[config.mk]
export PLATFORM = sky130hd
export DESIGN_NAME = cdb_arbiter
export DESIGN_NICKNAME = d
export VERILOG_FILES = /design/src/rtl/cdb_pkg.sv /design/src/rtl/result_fifo.sv /design/src/rtl/cdb_arbiter.sv
export SDC_FILE = /design/constraint.sdc
export NUM_CORES = 1
export LEC_CHECK = 0
export BUFFER_PORTS_ARGS = -buffer_cell sky130_fd_sc_hd__buf_2
export CAP_MARGIN = 40
export CORE_ASPECT_RATIO = 1.25
export CORE_UTILIZATION = 55
export DETAILED_ROUTE_END_ITERATION = 12
export PLACE_DENSITY = 0.8
export SLEW_MARGIN = 20
export SYNTH_ARGS = -nofsm -noshare
export SYNTH_HDL_FRONTEND = slang
export SYNTH_SLANG_ARGS = --single-unit
[constraint.sdc]
create_clock -name clk -period 5.6 [get_ports clk]
set_input_delay 0 -clock clk [delete_from_list [all_inputs] [get_ports clk]]
set_output_delay 0 -clock clk [all_outputs]
set_load 0.01 [all_outputs]
[src/rtl/cdb_pkg.sv]
// Shared CDB definitions: field widths and the {val, id} entry that travels
// from functional units through the result FIFOs onto the common data bus.
package cdb_pkg;

  localparam int CDB_VAL_W = 8;
  localparam int CDB_ID_W  = 4;

  typedef struct packed {
    logic [CDB_VAL_W-1:0] val;
    logic [CDB_ID_W-1:0]  id;
  } cdb_entry_t;

endpackage

[src/rtl/result_fifo.sv]
// Small circular result FIFO, one per functional unit. Flush empties it and
// wins over a simultaneous push/pop; push when full and pop when empty are ignored.
module result_fifo
  import cdb_pkg::*;
#(
  parameter int  DEPTH   = 2,
  parameter type entry_t = cdb_entry_t,
  localparam int CNT_W   = $clog2(DEPTH + 1),
  localparam int PTR_W   = (DEPTH > 1) ? $clog2(DEPTH) : 1
) (
  input  logic             clk,
  input  logic             rst,
  input  logic             flush,
  input  logic             push,
  input  logic             pop,
  input  entry_t           din,
  output entry_t           head,
  output logic [CNT_W-1:0] count,
  output logic             full,
  output logic             empty
);

  entry_t           mem_q [DEPTH];
  logic [PTR_W-1:0] rd_q, rd_d;
  logic [PTR_W-1:0] wr_q, wr_d;
  logic [CNT_W-1:0] cnt_q, cnt_d;
  logic             do_push;
  logic             do_pop;

  // Depth need not be a power of two, so pointers wrap explicitly.
  function automatic logic [PTR_W-1:0] ptr_inc(input logic [PTR_W-1:0] p);
    return (p == PTR_W'(DEPTH - 1)) ? '0 : p + PTR_W'(1);
  endfunction

  assign full    = (cnt_q == CNT_W'(DEPTH));
  assign empty   = (cnt_q == '0);
  assign count   = cnt_q;
  assign head    = mem_q[rd_q];
  assign do_push = push && !full && !flush;
  assign do_pop  = pop && !empty && !flush;

  // Next pointer/count; a simultaneous push and pop leaves the count alone.
  always_comb begin
    rd_d  = rd_q;
    wr_d  = wr_q;
    cnt_d = cnt_q;
    if (flush) begin
      rd_d  = '0;
      wr_d  = '0;
      cnt_d = '0;
    end else begin
      if (do_push) wr_d = ptr_inc(wr_q);
      if (do_pop)  rd_d = ptr_inc(rd_q);
      case ({do_push, do_pop})
        2'b10:   cnt_d = cnt_q + CNT_W'(1);
        2'b01:   cnt_d = cnt_q - CNT_W'(1);
        default: cnt_d = cnt_q;
      endcase
    end
  end

  // Pointer and occupancy registers.
  always_ff @(posedge clk or posedge rst) begin
    if (rst) begin
      rd_q  <= '0;
      wr_q  <= '0;
      cnt_q <= '0;
    end else begin
      rd_q  <= rd_d;
      wr_q  <= wr_d;
      cnt_q <= cnt_d;
    end
  end

  // Storage needs no reset; occupancy alone decides what is valid.
  always_ff @(posedge clk) begin
    if (do_push) mem_q[wr_q] <= din;
  end

endmodule

[src/rtl/cdb_arbiter.sv]
// Common data bus arbiter: per-FU result FIFOs, a round-robin grant across the
// FIFO heads and a registered broadcast of one result per cycle.
// Build option: define CDB_BYPASS_EN to let an FU with an empty FIFO compete
// directly with its live input, cutting accept-to-broadcast latency to one edge.
module cdb_arbiter
  import cdb_pkg::*;
#(
  parameter int  FU_COUNT  = 8,
  parameter int  BUF_DEPTH = 2,
  localparam int FUID_W    = (FU_COUNT > 1) ? $clog2(FU_COUNT) : 1,
  localparam int CNT_W     = $clog2(BUF_DEPTH + 1)
) (
  input  logic                          clk,
  input  logic                          rst,
  input  logic                          flush,
  input  logic [FU_COUNT-1:0]           fu_valid,
  input  logic [FU_COUNT*CDB_VAL_W-1:0] fu_val,
  input  logic [FU_COUNT*CDB_ID_W-1:0]  fu_robid,
  output logic [FU_COUNT-1:0]           fu_ready,
  output logic [CDB_VAL_W-1:0]          cdbval,
  output logic [CDB_ID_W-1:0]           cdbid,
  output logic                          cdbtransmit,
  output logic [FUID_W-1:0]             cdb_fuid
);

  cdb_entry_t           fu_in [FU_COUNT];
  cdb_entry_t           head  [FU_COUNT];
  logic [CNT_W-1:0]     count [FU_COUNT];
  logic [FU_COUNT-1:0]  full, empty, push, pop, req, byp_take;

  logic                 gnt_vld;
  logic [FUID_W-1:0]    gnt_idx;
  cdb_entry_t           gnt_data;

  logic [FUID_W-1:0]    rr_q, rr_d;
  logic [CDB_VAL_W-1:0] val_q, val_d;
  logic [CDB_ID_W-1:0]  id_q, id_d;
  logic [FUID_W-1:0]    fuid_q, fuid_d;
  logic                 tx_q, tx_d;

  for (genvar gi = 0; gi < FU_COUNT; gi++) begin : g_fu
    assign fu_in[gi]    = {fu_val[gi*CDB_VAL_W +: CDB_VAL_W], fu_robid[gi*CDB_ID_W +: CDB_ID_W]};
    // Ready comes from registered occupancy only, never from this cycle's grant.
    assign fu_ready[gi] = (count[gi] < CNT_W'(BUF_DEPTH));
    assign push[gi]     = fu_valid[gi] && !full[gi] && !byp_take[gi];
    assign pop[gi]      = gnt_vld && (gnt_idx == FUID_W'(gi)) && !empty[gi];

    result_fifo #(
      .DEPTH   (BUF_DEPTH),
      .entry_t (cdb_entry_t)
    ) u_fifo (
      .clk   (clk),
      .rst   (rst),
      .flush (flush),
      .push  (push[gi]),
      .pop   (pop[gi]),
      .din   (fu_in[gi]),
      .head  (head[gi]),
      .count (count[gi]),
      .full  (full[gi]),
      .empty (empty[gi])
    );
  end

`ifdef CDB_BYPASS_EN
  // An empty FIFO with a live input may compete; if it wins, the input skips the FIFO.
  assign req      = ~empty | (empty & fu_valid);
  for (genvar gb = 0; gb < FU_COUNT; gb++) begin : g_byp
    assign byp_take[gb] = gnt_vld && (gnt_idx == FUID_W'(gb)) && empty[gb];
  end
  assign gnt_data = empty[gnt_idx] ? fu_in[gnt_idx] : head[gnt_idx];
`else
  assign req      = ~empty;
  assign byp_take = '0;
  assign gnt_data = head[gnt_idx];
`endif

  // Round-robin scan starting at rr_q; the first requester found wins.
  always_comb begin : rr_scan
    int idx;
    gnt_vld = 1'b0;
    gnt_idx = '0;
    idx     = 0;
    for (int k = 0; k < FU_COUNT; k++) begin
      idx = int'(rr_q) + k;
      if (idx >= FU_COUNT) idx = idx - FU_COUNT;
      if (!gnt_vld && req[FUID_W'(idx)]) begin
        gnt_vld = 1'b1;
        gnt_idx = FUID_W'(idx);
      end
    end
  end

  // Next pointer and broadcast contents; flush clears everything, no grant drives zeros.
  always_comb begin
    rr_d   = rr_q;
    tx_d   = 1'b0;
    val_d  = '0;
    id_d   = '0;
    fuid_d = '0;
    if (flush) begin
      rr_d = '0;
    end else if (gnt_vld) begin
      rr_d   = (gnt_idx == FUID_W'(FU_COUNT - 1)) ? '0 : gnt_idx + FUID_W'(1);
      tx_d   = 1'b1;
      val_d  = gnt_data.val;
      id_d   = gnt_data.id;
      fuid_d = gnt_idx;
    end
  end

  // Round-robin pointer and the CDB output register.
  always_ff @(posedge clk or posedge rst) begin
    if (rst) begin
      rr_q   <= '0;
      tx_q   <= 1'b0;
      val_q  <= '0;
      id_q   <= '0;
      fuid_q <= '0;
    end else begin
      rr_q   <= rr_d;
      tx_q   <= tx_d;
      val_q  <= val_d;
      id_q   <= id_d;
      fuid_q <= fuid_d;
    end
  end

  assign cdbtransmit = tx_q;
  assign cdbval      = val_q;
  assign cdbid       = id_q;
  assign cdb_fuid    = fuid_q;

endmodule
Yosys cells after proc, flatten, opt, wreduce, memory -nomap -nowiden
Memory sizes are Yosys's and may differ from the RTL's.
Cells that the tools add are included.
Word-level totals
  register bits after elaboration: 51
  bits in writable memories: 192
  input port bits: 107
  output and inout bits: 24
  logic and storage cells: 406
  memories: 8
Cells by class
  add/subtract/negate cells: 48
  $lt $le $gt $ge: 25
  equality and inequality tests: 31
  muxes and demuxes: 142
  bitwise gates (word level): 2
  reductions and logical operators: 121
Memory list
  g_fu[0].u_fifo.mem_q: depth 2, bits a word 12, rd ports 1, clocked after memory_dff 0, write ports 1, RTL line result_fifo.sv:23  | entry_t mem_q [DEPTH];
  g_fu[1].u_fifo.mem_q: depth 2, bits a word 12, rd ports 1, clocked after memory_dff 0, write ports 1, RTL line result_fifo.sv:23
  g_fu[2].u_fifo.mem_q: depth 2, bits a word 12, rd ports 1, clocked after memory_dff 0, write ports 1, RTL line result_fifo.sv:23
  g_fu[3].u_fifo.mem_q: depth 2, bits a word 12, rd ports 1, clocked after memory_dff 0, write ports 1, RTL line result_fifo.sv:23
  g_fu[4].u_fifo.mem_q: depth 2, bits a word 12, rd ports 1, clocked after memory_dff 0, write ports 1, RTL line result_fifo.sv:23
  g_fu[5].u_fifo.mem_q: depth 2, bits a word 12, rd ports 1, clocked after memory_dff 0, write ports 1, RTL line result_fifo.sv:23
  2 more memories
Operators with widths (count)
  two-way mux 1 bit: 90
  logical AND 1 bit: 63
  two-way mux 3 bit: 21
  < comparator 3 x 5 -> 1 bit (second input constant): 8
  binary-select mux 12 bit (select 3 bit): 1
  nonzero test 2 bit: 17
  == test 2 bit (second input constant): 16
  greater-or-equal comparator 4 bit (second input constant): 8
  case mux 2 bit (2 select lines): 8
  binary-select mux 1 bit (select 3 bit): 8
  zero test 1 bit: 24
  two-way mux 12 bit: 2
  nonzero test 3 bit: 8
  subtractor 3 x 1 -> 3 bit (second input constant): 8
  adder 1 bit (second input constant): 16
  adder 2 x 1 -> 2 bit (second input constant): 8
  adder 3 x 3 -> 4 bit (second input constant): 4
  == test 2 x 1 -> 1 bit (second input constant): 8
  zero test 2 bit: 8
  < comparator 2 bit (second input constant): 8
  two-way mux 2 bit: 8
  two-way mux 8 bit: 2
  subtractor 2 x 1 -> 2 bit (second input constant): 8
  == test 3 bit (second input constant): 4
  10 further kinds: 13

Depth between registers and ports, before layout
Gate-level depths: netlist (run 1).
  depth in word-level cells: 35
  depth in mapped cells: 19
  depth with buffers taken out: 16

By module
From an unflattened synthesis (run 1), not the netlist that was laid out.
Unflattened totals
  cells, all modules: 800
  area total of the unflattened synthesis: 11507.3 µm²
Modules (own cells, without submodules)
  result_fifo: times used 8, cells an instance 64, area each 1097.3 µm², sequential area each 820.8 µm²
  cdb_arbiter: times used 1, cells an instance 288, area each 2728.9 µm², sequential area each 475.5 µm²

Worst setup path after synthesis (run 1)
Ideal clock, no wire load.
  kind: reg2reg
  from: register rr_q[1]
  to: register g_fu[3].u_fifo.cnt_q[0]
  library setup time: 132 ps
  arrival time: 4017 ps
  setup slack: 1451 ps
  cell stages (with the launch flop): 19
  cell sequence: dfrtp_1 -> buf_2 -> inv_1 -> ha_1 -> buf_2 -> clkinv_1 -> mux4_2 -> or4b_4 -> o31ai_1 -> and2b_1 -> nand2_2 -> nand2_2 -> clkbuf_1 -> nor2_1 -> ha_1 -> mux2i_1 -> nor2_1 -> a211oi_1 -> nor2_1
Between the ends
  cells in the longest elaborated chain, start to end: 35
Ends and longest elaborated chain
  start: declaration: RTL line cdb_arbiter.sv:35  | logic [FUID_W-1:0] rr_q, rr_d;
  start signal: assignment: RTL line cdb_arbiter.sv:121  | rr_q <= rr_d;
  parallel branches: the longest is 28 deep, another holds adder 3 x 1 -> 4 bit
  logical AND 1 bit (*) (2 in a row): RTL line cdb_arbiter.sv:46  | assign pop[gi] = gnt_vld && (gnt_idx == FUID_W'(gi)) && !empty[gi];
  logical AND 1 bit (*) (2 in a row): RTL line result_fifo.sv:40  | assign do_pop = pop && !empty && !flush;
  == test 2 x 1 -> 1 bit or == test 2 bit (tied branches): RTL line result_fifo.sv:54  | case ({do_push, do_pop})
  case mux 2 bit (2 select lines): RTL line result_fifo.sv:54
  two-way mux 2 bit: RTL line result_fifo.sv:47  | if (flush) begin
  end signal: assignment: RTL line result_fifo.sv:71  | cnt_q <= cnt_d;
  end: declaration: RTL line result_fifo.sv:26  | logic [CNT_W-1:0] cnt_q, cnt_d;
Every way passes the cells marked *. The select of a mux whose other input is x is not followed.
A chain may end at the register's enable or synchronous reset.

Worst setup path in the final report (run 1)
  from: register rr_q[1]
  to: register g_fu[2].u_fifo.cnt_q[0]
Between the ends
  cells in the longest elaborated chain, start to end: 35
Ends and longest elaborated chain (RTL line)
  parallel branches: the longest is 28 deep, another holds adder 3 x 1 -> 4 bit
  logical AND 1 bit (*) (2 in a row): cdb_arbiter.sv:46
  logical AND 1 bit (*) (2 in a row): result_fifo.sv:40
  == test 2 x 1 -> 1 bit or == test 2 bit (tied branches): result_fifo.sv:54
  case mux 2 bit (2 select lines): result_fifo.sv:54
  two-way mux 2 bit: result_fifo.sv:47
  end signal: assignment: result_fifo.sv:71
  end: declaration: result_fifo.sv:26
Marks and branches as above.

==> results.ini, run 1 <==
[final_layout]
multi_input_area_um2 = 3830
num_antenna_cells = 0
register_area_um2 = 7040
nets = 1138
nFillCells = 1328
drive_gt1_share_pct = 24.8
area_growth_pct = 25.3

[yosys]
synth_top_cell_by_area = edfxtp_1
yosys-top-cells-area = edfxtp_1 52%, dfrtp_1 11%, mux2i_1 11%
postSynthCellCount = 792
avgSynthCellArea_um2 = 14.1
synthFlopType = edfxtp_1
ys_seq_area_share_pct = 63.1
ys_types = 71
synth_top_area_share_pct = 51.7
synth_edf_count = 192
syn_nets = 903
yosys_warnings = 0
synth_area_um2 = 11200
async_flop_share_pct = 21.0
ys_ff_latch = 243

[floorplanning]
rows = 57
core_area_um2 = 19700
dieArea_um2 = 20900
initial_core_util_pct = 56.7
die_y_um = 161
ios = 131
die_w_um = 129

[timing]
tightest_slew_ns = 0.793
setup_viol = 0
rsz0062_at_grt = false
finalHoldViolCount = 0
finalClockSkew_ns = 0.0176
min_period_ns = 4.41
max_freq_mhz = 227
setup_tns_ns = 0
layout_worst_path_cycle_share_pct = 78.8
finalMaxSlewViolations = 0
slew_headroom_pct = 47.2

[flow_run]
drv_cap = 0

[grt]
use_met1_pct = 33.0
grt_pass1_wl_um = 42500
grt_overflow_total = 0
gr-usage-all-layers_pct = 27.5
antenna_found_initial = 0
use_met3_pct = 4.11
busiest_layer = met2
grt_max_degree = 52
met2_usage_pct = 48.8
grt_pass1_vias = 7697

[drt]
firstDrtPassIters = 5
routed_wl_um = 27900
drc = 0
drt_iter0_drc = 499
antenna_left = 0
vias_per_cell = 5.80
routedWlPerCell_um = 21.3
num_vias = 7604

[clock_tree]
cts.clk_slew.worst_paths_ns = 0.06
root_buffer = clkbuf_16
clock-sinks = 243
worstSkewPairLatency_ns = 0.53
clock_path_buffers = 3
h-tree-depth = 1
cts_tree = built
cts_inserted_buffers = 24
cts_resized = 0

[worst_setup_path]
critPathRequiredTime_ns = 6.04
crit_arrival_ns = 4.85
start_kind = register
end_kind = register
worst-setup-path-type = reg2reg
crit_fanout = 22

[power]
p_leak_uw = 0.00524
p_sw_share_pct = 43.5
power_uw = 8830
power_frac_comb_pct = 52.9
internal_power_uw = 4990
seqPwrFrac_pct = 28.7
powerDensity_nw_per_um2 = 632
vdd_drop_max_mv = 0.549
p_sw_uw = 3840
p_clk_share_pct = 18.3

[place]
io_buffers = 130
dp_hpwl_um = 18200
gp_congestion = 0.920

[outcome]
outcome = finished clean

[worst_hold_path]
hold_path_class = in2reg

[synth_stat cells (15+ instances only)]
cell	instances
mux2_2	27
nand3_1	18
dfrtp_1	51
o21ai_0	28
inv_1	17
edfxtp_1	192
o211ai_1	36
nor2_1	39
clkbuf_1	29
a21oi_1	24
nor3_1	15
mux2i_1	123
nand2_1	22
[stage by stage]
step | utilization (%) | std cells | worst slack, ns | hold WS (ns) | instance area, um^2
detailed placement | 61.5 | 1160 | 1.24 | 0.157 | 12100
finish | 71.0 | 1310 | 1.19 | 0.0608 | 14000
global placement | 61.2 | 1153 | 1.29 | 0.188 | 12000
floorplan | - | 792 | 1.45 | 0.0989 | 11200
CTS | 70.9 | 1309 | 1.23 | 0.0550 | 14000
global route | 71.0 | 1310 | 0.886 | 0.0749 | 14000
[what timing repair did]
| action | in CTS | in global routing |
|---|---|---|
| hold buffers | 105 | 0 |
| setup buffers | 0 | 0 |
| hold endpoints to repair | 262 | 0 |
| setup endpoints to repair | 0 | 0 |
[sequential cells by signal, indices dropped and copies added (netlist names)]
name	count
cdbtransmit	1
g_fu.u_fifo.mem_q	192
cdb_fuid	3
g_fu.u_fifo.rd_q	8
g_fu.u_fifo.wr_q	8
cdbval	8
cdbid	4
g_fu.u_fifo.count	16
rr_q	3
[metal layers]
layer,part of all wire (%),vias to the layer above
li1,-,3512
met1,38,3716
met2,53,312
met3,5.6,64
met4,4.0,0
met5,0,-
[final cells by class]
cell class | count | area share, %
clock buffer | 32 | 4.73
timing repair buffer | 257 | 13.4
multi-input combinational | 479 | 27.5
tap | 265 | 2.37
clock inverter | 12 | 0.985
sequential | 243 | 50.4
inverter | 22 | 0.609
[power groups by stage]
stage	clock [uW]	sequential (uW)	combinational, uW
after floorplan	0	2380	3630
after global placement	0	2560	4450
after detailed placement	0	2560	4520
after CTS	1620	2530	4590
after global routing	1710	2570	5020
final	1620	2540	4670
[cell families after synthesis]
kind of cell,count (synthesis),share of synthesized area [%]
XOR/XNOR,20,1.57
adder cells (fa/ha/maj),4,0.449
multiplexers,159,15.6
AND/OR/NAND/NOR,163,8.13
buffers and inverters,70,2.79
flip-flops,243,63.1
AO/OA/AOI/OAI,133,8.34
[cell usage in the layout, fill, tap and decap left out, types with 6 or more instances in the layout]
cell,n
nor2b_1,7
mux4_2,9
nor2_1,39
mux2_2,27
clkbuf_16,24
edfxtp_1,192
or2_2,6
o21ai_0,28
buf_2,130
o211ai_1,36
xnor2_1,8
buf_4,19
nor3_1,13
xor2_1,12
nand2b_1,12
mux2i_1,123
dfrtp_1,51
a21oi_1,24
nand3_1,18
dlygate4sd3_1,105
nand2_1,22
inv_1,16
[critical path, cell delays in order (launching register included)]
cell and delay (ns):
dfrtp_1 0.34, inv_1 0.11, ha_1 0.47, clkinv_1 0.32
mux4_2 0.58, or4b_4 0.62, nor2_4 0.15, o221ai_1 0.20
nand2b_4 0.24, nand2_2 0.13, inv_2 0.30, ha_1 0.29
nand2_1 0.14, o21ai_0 0.21, nand2b_1 0.08, a31oi_1 0.14
[final timing paths]
check / from / slack (ns) / depth (start not counted) / to
setup / recovery: rr_q[1]$_DFFE_PP0P_ / 1.19 / 15 / g_fu[2].u_fifo.count[0]$_DFFE_PP0P_
hold / removal: flush / 0.06 / 3 / g_fu[2].u_fifo.count[1]$_DFFE_PP0P_
setup reg to reg: rr_q[1]$_DFFE_PP0P_ / 1.19 / 15 / g_fu[2].u_fifo.count[0]$_DFFE_PP0P_
hold reg to reg: g_fu[4].u_fifo.wr_q$_DFFE_PP0P_ / 0.57 / 2 / g_fu[4].u_fifo.wr_q$_DFFE_PP0P_
max in group asynchronous: rst / 4.98 / 3 / g_fu[4].u_fifo.wr_q$_DFFE_PP0P_
min in group asynchronous: rst / 0.15 / 3 / g_fu[3].u_fifo.rd_q$_DFFE_PP0P_
Note: power is estimated with default switching activity, not from simulation.
==> run 2, diff against run 1 <==
--- a/config.mk
+++ b/config.mk
@@ -8,7 +8,7 @@
 export BUFFER_PORTS_ARGS = -buffer_cell sky130_fd_sc_hd__buf_2
 export CAP_MARGIN = 40
 export CORE_ASPECT_RATIO = 1.25
-export CORE_UTILIZATION = 55
+export CORE_UTILIZATION = 53
 export DETAILED_ROUTE_END_ITERATION = 12
 export PLACE_DENSITY = 0.8
 export SLEW_MARGIN = 20
==> constraint.sdc (replaced) <==
create_clock -name clk -period 3.78 [get_ports clk]
set_input_delay 0 -clock clk [delete_from_list [all_inputs] [get_ports clk]]
set_output_delay 0 -clock clk [all_outputs]
set_load 0.01 [all_outputs]
==> run 2 against run 1 <==
- global-route usage grew 1.1 points
- flip-flop and latch count unchanged
- clock power grew 46%
- critical path type unchanged
- critical endpoint is now cdbval[2]$_DFF_PP0_
==> results.ini, run 2 (synthesized netlist as in run 1, its figures left out) <==
[final_layout]
largest_reg_flops = 192  ; unchanged
layout_commonest_cell = edfxtp_1
drive_gt1_share_pct = 30.4  ; +5.6 points
num_antenna_cells = 0  ; unchanged
regMostFlops = g_fu.u_fifo.mem_q
nets = 1201  ; +5.5%
fin_cells = 1378  ; +5.2%
area_growth_pct = 30.5
layout_common_cells = 192 x edfxtp_1, 130 x buf_2, 119 x mux2i_1

[timing]
finalHoldViolCount = 0  ; unchanged
setup_viol = 0  ; unchanged
finalMaxSlewViolations = 0  ; unchanged
hold_slack_ns = 0.206  ; +0.145 ns
slew_headroom_pct = 48.4  ; +1.3 points
layout_worst_path_cycle_share_pct = 98.9  ; +20 points
finalClockSkew_ns = 0.0173  ; -0.000333 ns
tightest_slew_ns = 0.774  ; -0.0191 ns
min_period_ns = 3.74  ; -0.678 ns
fin_ws_ns = 0.0426  ; -1.14 ns
setup_tns_ns = 0  ; unchanged
max_freq_mhz = 268  ; +18%

[floorplanning]
rows = 58  ; +1.8%
die_y_um = 164  ; +1.8%
dieArea_um2 = 21600  ; +3.7%
die_w_um = 132  ; +1.8%
initial_core_util_pct = 54.7  ; -2.0 points
ios = 131  ; unchanged
core_area_um2 = 20400  ; +3.6%

[grt]
grt_overflow_total = 0  ; unchanged
grt_max_degree = 52  ; unchanged
grt_pass1_vias = 8329  ; +8.2%
grt_pass1_wl_um = 46600  ; +9.8%
gr-usage-all-layers_pct = 28.6  ; +1.1 points
antenna_found_initial = 0  ; unchanged

[drt]
vias_per_cell = 5.82  ; +0.22%
routed_wl_um = 30800  ; +10%
firstDrtPassIters = 5  ; unchanged
drt_iter0_drc = 608  ; +22%
drc = 0  ; unchanged
routedWlPerCell_um = 22.3  ; +5.0%
antenna_left = 0  ; unchanged
num_vias = 8016  ; +5.4%

[clock_tree]
root_buffer = clkbuf_16
cts.clk_slew.worst_paths_ns = 0.07  ; about the same
clock_path_buffers = 3  ; unchanged
cts_inserted_buffers = 24  ; unchanged
h-tree-depth = 1  ; unchanged
cts_tree = built
clock-sinks = 243  ; unchanged
worstSkewPairLatency_ns = 0.51  ; -0.02 ns

[worst_setup_path]
crit_fanout = 16  ; -27%
end_kind = register
critPathRequiredTime_ns = 4.19  ; -1.85 ns
worst-setup-path-type = reg2reg
crit_arrival_ns = 4.15  ; -0.70 ns
start_kind = register
r2r_cells = 14  ; -1

[place]
io_buffers = 130  ; unchanged
place_ws_ns = 0.0361  ; -1.20 ns
gp_congestion = 0.928  ; +0.87%
dp_hpwl_um = 19700  ; +7.8%
dpl.cell_count = 1226  ; +5.7%

[power]
p_leak_uw = 0.00556  ; +6.0%
powerDensity_nw_per_um2 = 1040  ; +64%
vdd_drop_max_mv = 0.878  ; +60%
power_uw = 15100  ; +71%

[worst_hold_path]
hold_path_class = in2async

[flow_run]
drv_cap = 0  ; unchanged

[outcome]
outcome = finished clean

[run 2: changes by cell type in the layout (fill, tap and decap cells not counted), moves of 4 or more]
cell,before,now
mux2i_2,0,4
ha_2,0,4
ha_1,4,0
buf_4,19,75
buf_6,3,7
mux2i_1,123,119
[run 2: stage by stage]
stage	area (um^2)	util (%)
floorplan	11200	-
global placement	12500	61.5
detailed placement	12600	61.8
CTS	14500	70.9
global route	14600	71.4
finish	14600	71.4
[run 2: critical path, stage by stage (launching register included)]
cell and delay, ns:
dfrtp_1 0.42, buf_6 0.21, buf_4 0.21, mux4_2 0.57
mux2i_1 0.30, buf_4 0.17, or3_1 0.12, a21oi_1 0.08
o211ai_2 0.18, and2_4 0.32, buf_4 0.25, mux2i_2 0.27
mux2i_1 0.13, buf_4 0.16, o211ai_1 0.21
[run 2: area by class of cell]
type | count | area (um^2)
repair buffers | 320 | 2390
fillers | 1326 | 5830
clock inverters | 10 | 109
well taps | 270 | 338
inverters | 22 | 90.1
flip-flops and latches | 243 | 7040
clock buffers | 34 | 669
multi-input cells | 479 | 3920
[run 2: worst paths after layout]
check                                                      from                                   end  slack, ns
worst max-delay path                        rr_q[0]$_DFFE_PP0P_                   cdbval[2]$_DFF_PP0_       0.04
worst min-delay path                                        rst       g_fu[3].u_fifo.wr_q$_DFFE_PP0P_       0.21
worst max register to register              rr_q[0]$_DFFE_PP0P_                   cdbval[2]$_DFF_PP0_       0.04
worst min register to register  g_fu[3].u_fifo.wr_q$_DFFE_PP0P_       g_fu[3].u_fifo.wr_q$_DFFE_PP0P_       0.59
max in group asynchronous                                   rst       g_fu[5].u_fifo.rd_q$_DFFE_PP0P_       3.07
min in group clk                                   fu_robid[13]  g_fu[3].u_fifo.mem_q[0][1]$_DFFE_PP_       0.21
[run 2: metal layers]
| layer | up-vias | share of wire, % | wire length (um) | track usage (%) |
|---|---|---|---|---|
| li1 | 3624 | - | - | - |
| met1 | 3955 | 37 | 11400 | 33.5 |
| met2 | 354 | 53 | 16400 | 52.7 |
| met3 | 83 | 5.7 | 1760 | 3.61 |
| met4 | 0 | 4.1 | 1270 | 12.6 |
| met5 | - | 0 | 0 | 0 |
[run 2: what timing repair did]
action	4_1_cts	5_1_grt
buffers inserted	0	2
endpoints found under the hold margin	265	0
setup endpoints to repair	1	31
hold buffers	106	0
pin swaps	0	3
gates resized for setup	1	26
[run 2: where the power goes]
group	switching, uW	internal, uW	total, uW
logic	5060	3920	8970
registers	427	3310	3740
clock network	992	1380	2370
